<file path="src/rtl/train_pkg.sv">
// Shared types and widths for the training controller and its datapath responder.
// Holds the sequencer state encoding and the pass-level helpers.
package train_pkg;

    localparam int TRAIN_DATA_W = 8;
    localparam int TRAIN_ACC_W  = 20;

    typedef enum logic [2:0] {
        S_IDLE,
        S_FWD,
        S_F_LAST,
        S_F_DONE,
        S_BWD,
        S_B_LAST,
        S_B_DONE
    } seq_state_t;

    function automatic logic [1:0] pass_count(input logic a, input logic b, input logic c);
        return 2'(a) + 2'(b) + 2'(c);
    endfunction

endpackage

</file>
<file path="src/rtl/sat_mac.sv">
// Signed y = sat_OUT_W(c + ((a*b) >>> SHIFT)); purely combinational, no flow control.
// The product is kept at full width before the shift, so no bits are lost ahead of the add.
module sat_mac #(
    parameter int A_W   = 8,
    parameter int B_W   = 8,
    parameter int C_W   = 20,
    parameter int OUT_W = 20,
    parameter int SHIFT = 0
) (
    input  logic signed [A_W-1:0]   a,
    input  logic signed [B_W-1:0]   b,
    input  logic signed [C_W-1:0]   c,
    output logic signed [OUT_W-1:0] y
);
    localparam int P_W   = A_W + B_W;
    localparam int SUM_W = ((P_W > C_W) ? P_W : C_W) + 1;

    logic signed [P_W-1:0]   a_ext;
    logic signed [P_W-1:0]   b_ext;
    logic signed [P_W-1:0]   prod;
    logic signed [P_W-1:0]   prod_sh;
    logic signed [SUM_W-1:0] sum;
    logic                    ovf;

    always_comb begin
        a_ext   = {{B_W{a[A_W-1]}}, a};
        b_ext   = {{A_W{b[B_W-1]}}, b};
        prod    = a_ext * b_ext;
        prod_sh = prod >>> SHIFT;
        sum     = {{(SUM_W-P_W){prod_sh[P_W-1]}}, prod_sh} + {{(SUM_W-C_W){c[C_W-1]}}, c};
        // Overflow when the bits above the output sign disagree with the true sign.
        ovf     = (sum[SUM_W-1:OUT_W-1] != {(SUM_W-OUT_W+1){sum[SUM_W-1]}});
        if (ovf) begin
            y = sum[SUM_W-1] ? {1'b1, {(OUT_W-1){1'b0}}} : {1'b0, {(OUT_W-1){1'b1}}};
        end else begin
            y = sum[OUT_W-1:0];
        end
    end

endmodule

</file>
<file path="src/rtl/pass_sequencer.sv">
// Datapath responder to the training controller: forward MAC sweep or backward weight update over N_IN operands.
// Operand reads have 1-cycle latency; en_i low freezes all state and blocks reads/writes; end levels held until the pass falls.
module pass_sequencer
    import train_pkg::*;
#(
    parameter int N_IN     = 4,
    parameter int AW       = 2,
    parameter int DATA_W   = TRAIN_DATA_W,
    parameter int ACC_W    = TRAIN_ACC_W,
    parameter int LR_SHIFT = 4
) (
    input  logic                     clk_i,
    input  logic                     rst_i,
    input  logic                     en_i,
    input  logic                     f0_pass_i,
    input  logic                     f1_pass_i,
    input  logic                     b_pass_i,
    input  logic                     zero_loss_i,
    input  logic                     zero_final_i,
    input  logic                     zero_weight_update_i,
    input  logic signed [DATA_W-1:0] target_i,
    input  logic signed [DATA_W-1:0] x_i,
    input  logic signed [DATA_W-1:0] w_i,
    output logic                     rd_en_o,
    output logic [AW-1:0]            addr_o,
    output logic                     w_we_o,
    output logic [AW-1:0]            waddr_o,
    output logic signed [DATA_W-1:0] wdata_o,
    output logic                     f_end_o,
    output logic                     b_end_o,
    output logic                     zero_end_check_o,
    output logic signed [ACC_W-1:0]  loss_o,
    output logic [15:0]              epoch_o,
    output logic                     err_o
);
    localparam logic [AW-1:0] IDX_LAST = AW'(N_IN - 1);

    seq_state_t               state, state_nxt;
    logic [AW-1:0]            idx;
    logic [AW-1:0]            waddr_q;
    logic                     rd_vld;
    logic                     run_f1;
    logic signed [ACC_W-1:0]  acc;
    logic signed [ACC_W-1:0]  loss;
    logic [15:0]              epoch;
    logic                     err;

    logic signed [ACC_W-1:0]  acc_next;
    logic signed [ACC_W:0]    diff;
    logic signed [ACC_W-1:0]  loss_next;
    logic signed [DATA_W-1:0] w_upd;
    logic [1:0]               n_pass;
    logic                     bwd_run;
    logic                     launch_hi;
    logic                     other_hi;
    logic                     mac_en;
    logic                     loss_en;
    logic                     idx_clr;
    logic                     idx_inc;
    logic                     w_we;

    sat_mac #(.A_W(DATA_W), .B_W(DATA_W), .C_W(ACC_W), .OUT_W(ACC_W), .SHIFT(0)) u_fwd_mac (
        .a(x_i), .b(w_i), .c(acc), .y(acc_next)
    );

    sat_mac #(.A_W(ACC_W), .B_W(DATA_W), .C_W(DATA_W), .OUT_W(DATA_W), .SHIFT(LR_SHIFT)) u_upd_mac (
        .a(loss), .b(x_i), .c(w_i), .y(w_upd)
    );

    always_comb begin
        diff = {{(ACC_W+1-DATA_W){target_i[DATA_W-1]}}, target_i} - {acc_next[ACC_W-1], acc_next};
        if (diff[ACC_W] != diff[ACC_W-1]) begin
            loss_next = diff[ACC_W] ? {1'b1, {(ACC_W-1){1'b0}}} : {1'b0, {(ACC_W-1){1'b1}}};
        end else begin
            loss_next = diff[ACC_W-1:0];
        end
    end

    always_comb begin
        state_nxt = state;
        rd_en_o   = 1'b0;
        w_we      = 1'b0;
        mac_en    = 1'b0;
        loss_en   = 1'b0;
        idx_clr   = 1'b0;
        idx_inc   = 1'b0;
        n_pass    = pass_count(f0_pass_i, f1_pass_i, b_pass_i);
        bwd_run   = (state == S_BWD) || (state == S_B_LAST) || (state == S_B_DONE);
        launch_hi = bwd_run ? b_pass_i : (run_f1 ? f1_pass_i : f0_pass_i);
        other_hi  = bwd_run ? (f0_pass_i | f1_pass_i)
                            : (b_pass_i | (run_f1 ? f0_pass_i : f1_pass_i));
        case (state)
            S_IDLE: begin
                idx_clr = 1'b1;
                if (n_pass == 2'd1) state_nxt = b_pass_i ? S_BWD : S_FWD;
            end
            S_FWD, S_BWD: begin
                if (!launch_hi) begin
                    state_nxt = S_IDLE;
                end else begin
                    rd_en_o = 1'b1;
                    mac_en  = rd_vld && (state == S_FWD);
                    w_we    = rd_vld && (state == S_BWD);
                    idx_inc = (idx != IDX_LAST);
                    if (idx == IDX_LAST) state_nxt = (state == S_FWD) ? S_F_LAST : S_B_LAST;
                end
            end
            S_F_LAST: begin
                if (!launch_hi) begin
                    state_nxt = S_IDLE;
                end else begin
                    mac_en    = 1'b1;
                    loss_en   = 1'b1;
                    state_nxt = S_F_DONE;
                end
            end
            S_B_LAST: begin
                if (!launch_hi) begin
                    state_nxt = S_IDLE;
                end else begin
                    w_we      = 1'b1;
                    state_nxt = S_B_DONE;
                end
            end
            S_F_DONE, S_B_DONE: begin
                if (!launch_hi || other_hi) state_nxt = S_IDLE;
            end
            default: state_nxt = S_IDLE;
        endcase
        if (!en_i) begin
            rd_en_o = 1'b0;
            w_we    = 1'b0;
        end
    end

    always_ff @(posedge clk_i) begin
        if (!rst_i) begin
            state   <= S_IDLE;
            idx     <= '0;
            waddr_q <= '0;
            rd_vld  <= 1'b0;
            run_f1  <= 1'b0;
            acc     <= '0;
            loss    <= '0;
            epoch   <= '0;
            err     <= 1'b0;
        end else if (en_i) begin
            state  <= state_nxt;
            rd_vld <= rd_en_o;
            if (idx_clr) idx <= '0;
            else if (idx_inc) idx <= idx + 1'b1;
            if (rd_en_o) waddr_q <= idx;
            if (state == S_IDLE) run_f1 <= f1_pass_i;
            if (zero_final_i) acc <= '0;
            else if (mac_en) acc <= acc_next;
            if (zero_loss_i) loss <= '0;
            else if (loss_en) loss <= loss_next;
            if (zero_weight_update_i) epoch <= epoch + 16'd1;
            if (n_pass > 2'd1) err <= 1'b1;
        end
    end

    assign w_we_o           = w_we;
    assign addr_o           = idx;
    assign waddr_o          = waddr_q;
    assign wdata_o          = w_we ? w_upd : '0;
    assign f_end_o          = (state == S_F_DONE) && (!run_f1 || (loss != '0));
    assign zero_end_check_o = (state == S_F_DONE) && run_f1 && (loss == '0);
    assign b_end_o          = (state == S_B_DONE);
    assign loss_o           = loss;
    assign epoch_o          = epoch;
    assign err_o            = err;

endmodule

</file>
<file path="config.mk">
export PLATFORM = sky130hd
export DESIGN_NAME = pass_sequencer
export DESIGN_NICKNAME = d
export VERILOG_FILES = /design/src/rtl/train_pkg.sv /design/src/rtl/sat_mac.sv /design/src/rtl/pass_sequencer.sv
export SDC_FILE = /design/constraint.sdc
export NUM_CORES = 1
export LEC_CHECK = 0
export ABC_AREA = 1
export CORE_MARGIN = 2
export CORE_UTILIZATION = 31
export DETAILED_ROUTE_END_ITERATION = 8
export DONT_BUFFER_PORTS = 1
export REMOVE_ABC_BUFFERS = 1
export SYNTH_ARGS = -nofsm -noshare
export SYNTH_HDL_FRONTEND = slang
export SYNTH_SLANG_ARGS = --single-unit
export TNS_END_PERCENT = 20
</file>
<file path="constraint.sdc">
create_clock -name clk_i -period 10.5 [get_ports clk_i]
set_input_delay 1.575 -clock clk_i [delete_from_list [all_inputs] [get_ports clk_i]]
set_output_delay 1.575 -clock clk_i [all_outputs]
set_load 0.1 [all_outputs]
</file>
==> metrics.md <==
| Metric | Value |
|---|---|
| Post-synth top cells | nand2_1, inv_1, fa_1 |
| Die area | 0.0531 mm^2 |
| EDFF count, synth | 0 |
| Top cell type's share of synthesized area | 0.279 |
| Post_cts resized | 0 |
| Initial drt markers | 740 |
| Crit Path Max Fanout | 18 |
| Cell mode on critical path | nand2_1 |
| DP Wirelength | approximately 36 mm |
| Post-Syn Area | about 0.016 mm^2 |
| CTS max path bufs | 2 |
| Vias per cell | between 4 and 5 |
| Global-route wire length before repair | 71.6 mm |
| Crit path kind | in -> out |
| Core area | just over 0.05 mm^2 |
| CP peak stage delay | roughly 0.60 ns |
| Register area share after synthesis | 0.0832 |
| Synthesis-stage register bit count | between 60 and 70 |
| Fin crit period | around 9.9 ns |
| Relative slew margins | 0.280 |
| Fin. Hold Viols | 0 |
| CP required | slightly below 9 ns |
| FF-to-FF path depth | 33 |
| Starting Density | 0.315 |
| Async SR Flop Fraction | 0 |
| Post-CTS setup buffer count | 0 |
| Hold Path Cell Cnt | 2 |
| Max Fclk | roughly 0.1 GHz |
| CTS Buf Count | 9 |
| Final std cells w/o fill | 2986 |
| ANT cells | 0 |
| Ys flop type | dfxtp_1 |
| Number of global-route vias before repair | 14300 |
| Synth cell types | 50 |
| R2R Setup Slk | roughly 2.9 ns |
| Area Growth Syn to Fin | 7.67% |
| Final instance area | ~0.017 mm^2 |
| Top Ports | 87 |
| Slew @ Worst Pin | about 1.1 ns |
| RSZ-0062 raised after global routing | no |
| Total track usage | 0.165 |
| H-tree levels | 3 |
| Crit share post-route | 0.945 |
| Setup WS post-layout | between 0.5 and 0.6 ns |
| Fin nets | approximately 2700 |
| Final Max Slew Viols | 0 |
| Area leader, netlist | fa_1 |
| Worst reg2reg path startpoint | acc[6] |
| Placement-stage cell area | ~0.017 mm^2 |
| Place WS | between 0.4 and 0.5 ns |
| Reg-to-Reg End | loss_o[14] |
| Congestion Overflow GR | 0 |
| TritonCTS clock tree | done |
| Worst Setup SP | x_i[7] |
| Fraction of layout cells with a size suffix above 1 | 0.0432 |
| CTS root buf | clkbuf_16 |
| Routed wire length | around 42 mm |
| Count of final setup violators | 0 |
| GP Congestion | just over 0.9 |
| Pre-antenna DRT Iters | 5 |
| CP endpoint | wdata_o[5] |
| Maxcap violations | 0 |
| Synth area leaders | fa_1, nand2_1, inv_1 |
| Row cnt | between 80 and 90 |
| Critical-path top delay cell | fa_1 |
| Critical path capture point type | output port |
| Status | finished clean |
| Hold crit path type | reg -> reg |
| Routed Antenna Nets | 0 |
| Crit start category | input pin |
| Worst-path clk slew | ~0.060 ns |
| # DRC | 0 |
| Drt wl/cell | approximately 14 um |
| Largest net degree at the start of global routing | 47 |
| Port buffer count | 0 |
| Worst EP arrival | approximately 8.4 ns |
| Worst-Skew Late Latency | ~0.35 ns |
| Layout Skew | 0.0109 ns |
| Syn. warnings | 0 |
| Count leader, synth | nand2_1 |
| Cts hold-fix bufs | 0 |
| DR vias | around 14000 |
| Die height | 230 um |
| Post-Synthesis Mean Instance Area | 6.82 um^2 |
| Initial antenna violation count | 0 |
| Total clock sinks | between 60 and 70 |
| Die W | between 200 and 250 um |
| Post-synthesis cell count | 2330 |
| Dpl cells | just under 3000 |
| Total Neg Setup Slack | 0 ns |
==> cell usage in the layout, fill, tap and decap left out, types with 7 or more instances in the layout <==
| cell type | netlist | layout |
|---|---|---|
| nand2_1 | 621 | 621 |
| inv_1 | 591 | 591 |
| fa_1 | 221 | 221 |
| ha_1 | 148 | 148 |
| a21oi_1 | 132 | 130 |
| nor2_1 | 125 | 117 |
| nand3_1 | 95 | 95 |
| dfxtp_1 | 66 | 66 |
| o21ai_0 | 53 | 51 |
| xor2_1 | 43 | 43 |
| buf_4 | 3 | 36 |
| xnor2_1 | 30 | 30 |
| nor3_1 | 27 | 26 |
| nand4_1 | 24 | 24 |
| clkbuf_16 | 0 | 9 |
| nor2_2 | 0 | 8 |
| o21bai_1 | 8 | 7 |
| nand2_2 | 7 | 7 |
| nor4_1 | 8 | 7 |
==> worst min-delay path by stage <==
stage | startpoint | to | slack, ns
5_1_grt | rd_vld | rd_vld | 0.49
3_5_place_dp | rd_vld | rd_vld | 0.46
2_1_floorplan | rd_vld | rd_vld | 0.44
3_3_place_gp | loss_o[1] | loss_o[1] | 0.45
4_1_cts | rd_vld | rd_vld | 0.47
6_report | loss_o[1] | loss_o[1] | 0.47
==> worst max-delay path, delay by kind of cell <==
family	cells	cell delay [ns]
buf+inv	6	0.71
xor+xnor	1	0.15
compound gates	8	1.53
fa+ha+maj	6	2.85
simple gates	14	1.54
==> cell type report <==
class / instances / area [um^2]
inverter: 597 / 2240
clock inverter: 7 / 82.6
clock buffer: 9 / 225
tap: 672 / 841
multi-input combinational: 1596 / 12100
fill: 5417 / 33300
sequential: 66 / 1320
timing repair buffer: 39 / 337
==> cells by family after synthesis <==
family | Yosys count | share of synthesized area
fa+ha+maj | 369 | 0.395
buf+inv | 668 | 0.161
flops | 66 | 0.0832
xor+xnor | 75 | 0.0423
simple gates | 929 | 0.241
compound gates | 223 | 0.0770
==> through the flow <==
step                utilization  hold slack, ns
floorplan                     -           0.444
global placement          0.333           0.455
detailed placement        0.333           0.462
CTS                       0.339           0.472
global route              0.339           0.490
finish                    0.339           0.472
==> layer usage <==
metal  routed length (um)  GRT usage
met1                19200      0.212
met2                20100      0.287
met3                 2220     0.0284
met4                  835     0.0359
met5                    0          0
==> state kept, by name, indices dropped and copies added (netlist names) <==
name and count:
waddr_o 2, epoch_o 16, acc 20, err_o 1, rd_vld 1, addr_o 2
run_f1 1, state 3, loss_o 20
Power is left out: the tool's default activity adds up to more than one toggle a clock period on the data nets, which glitch-free logic cannot reach.
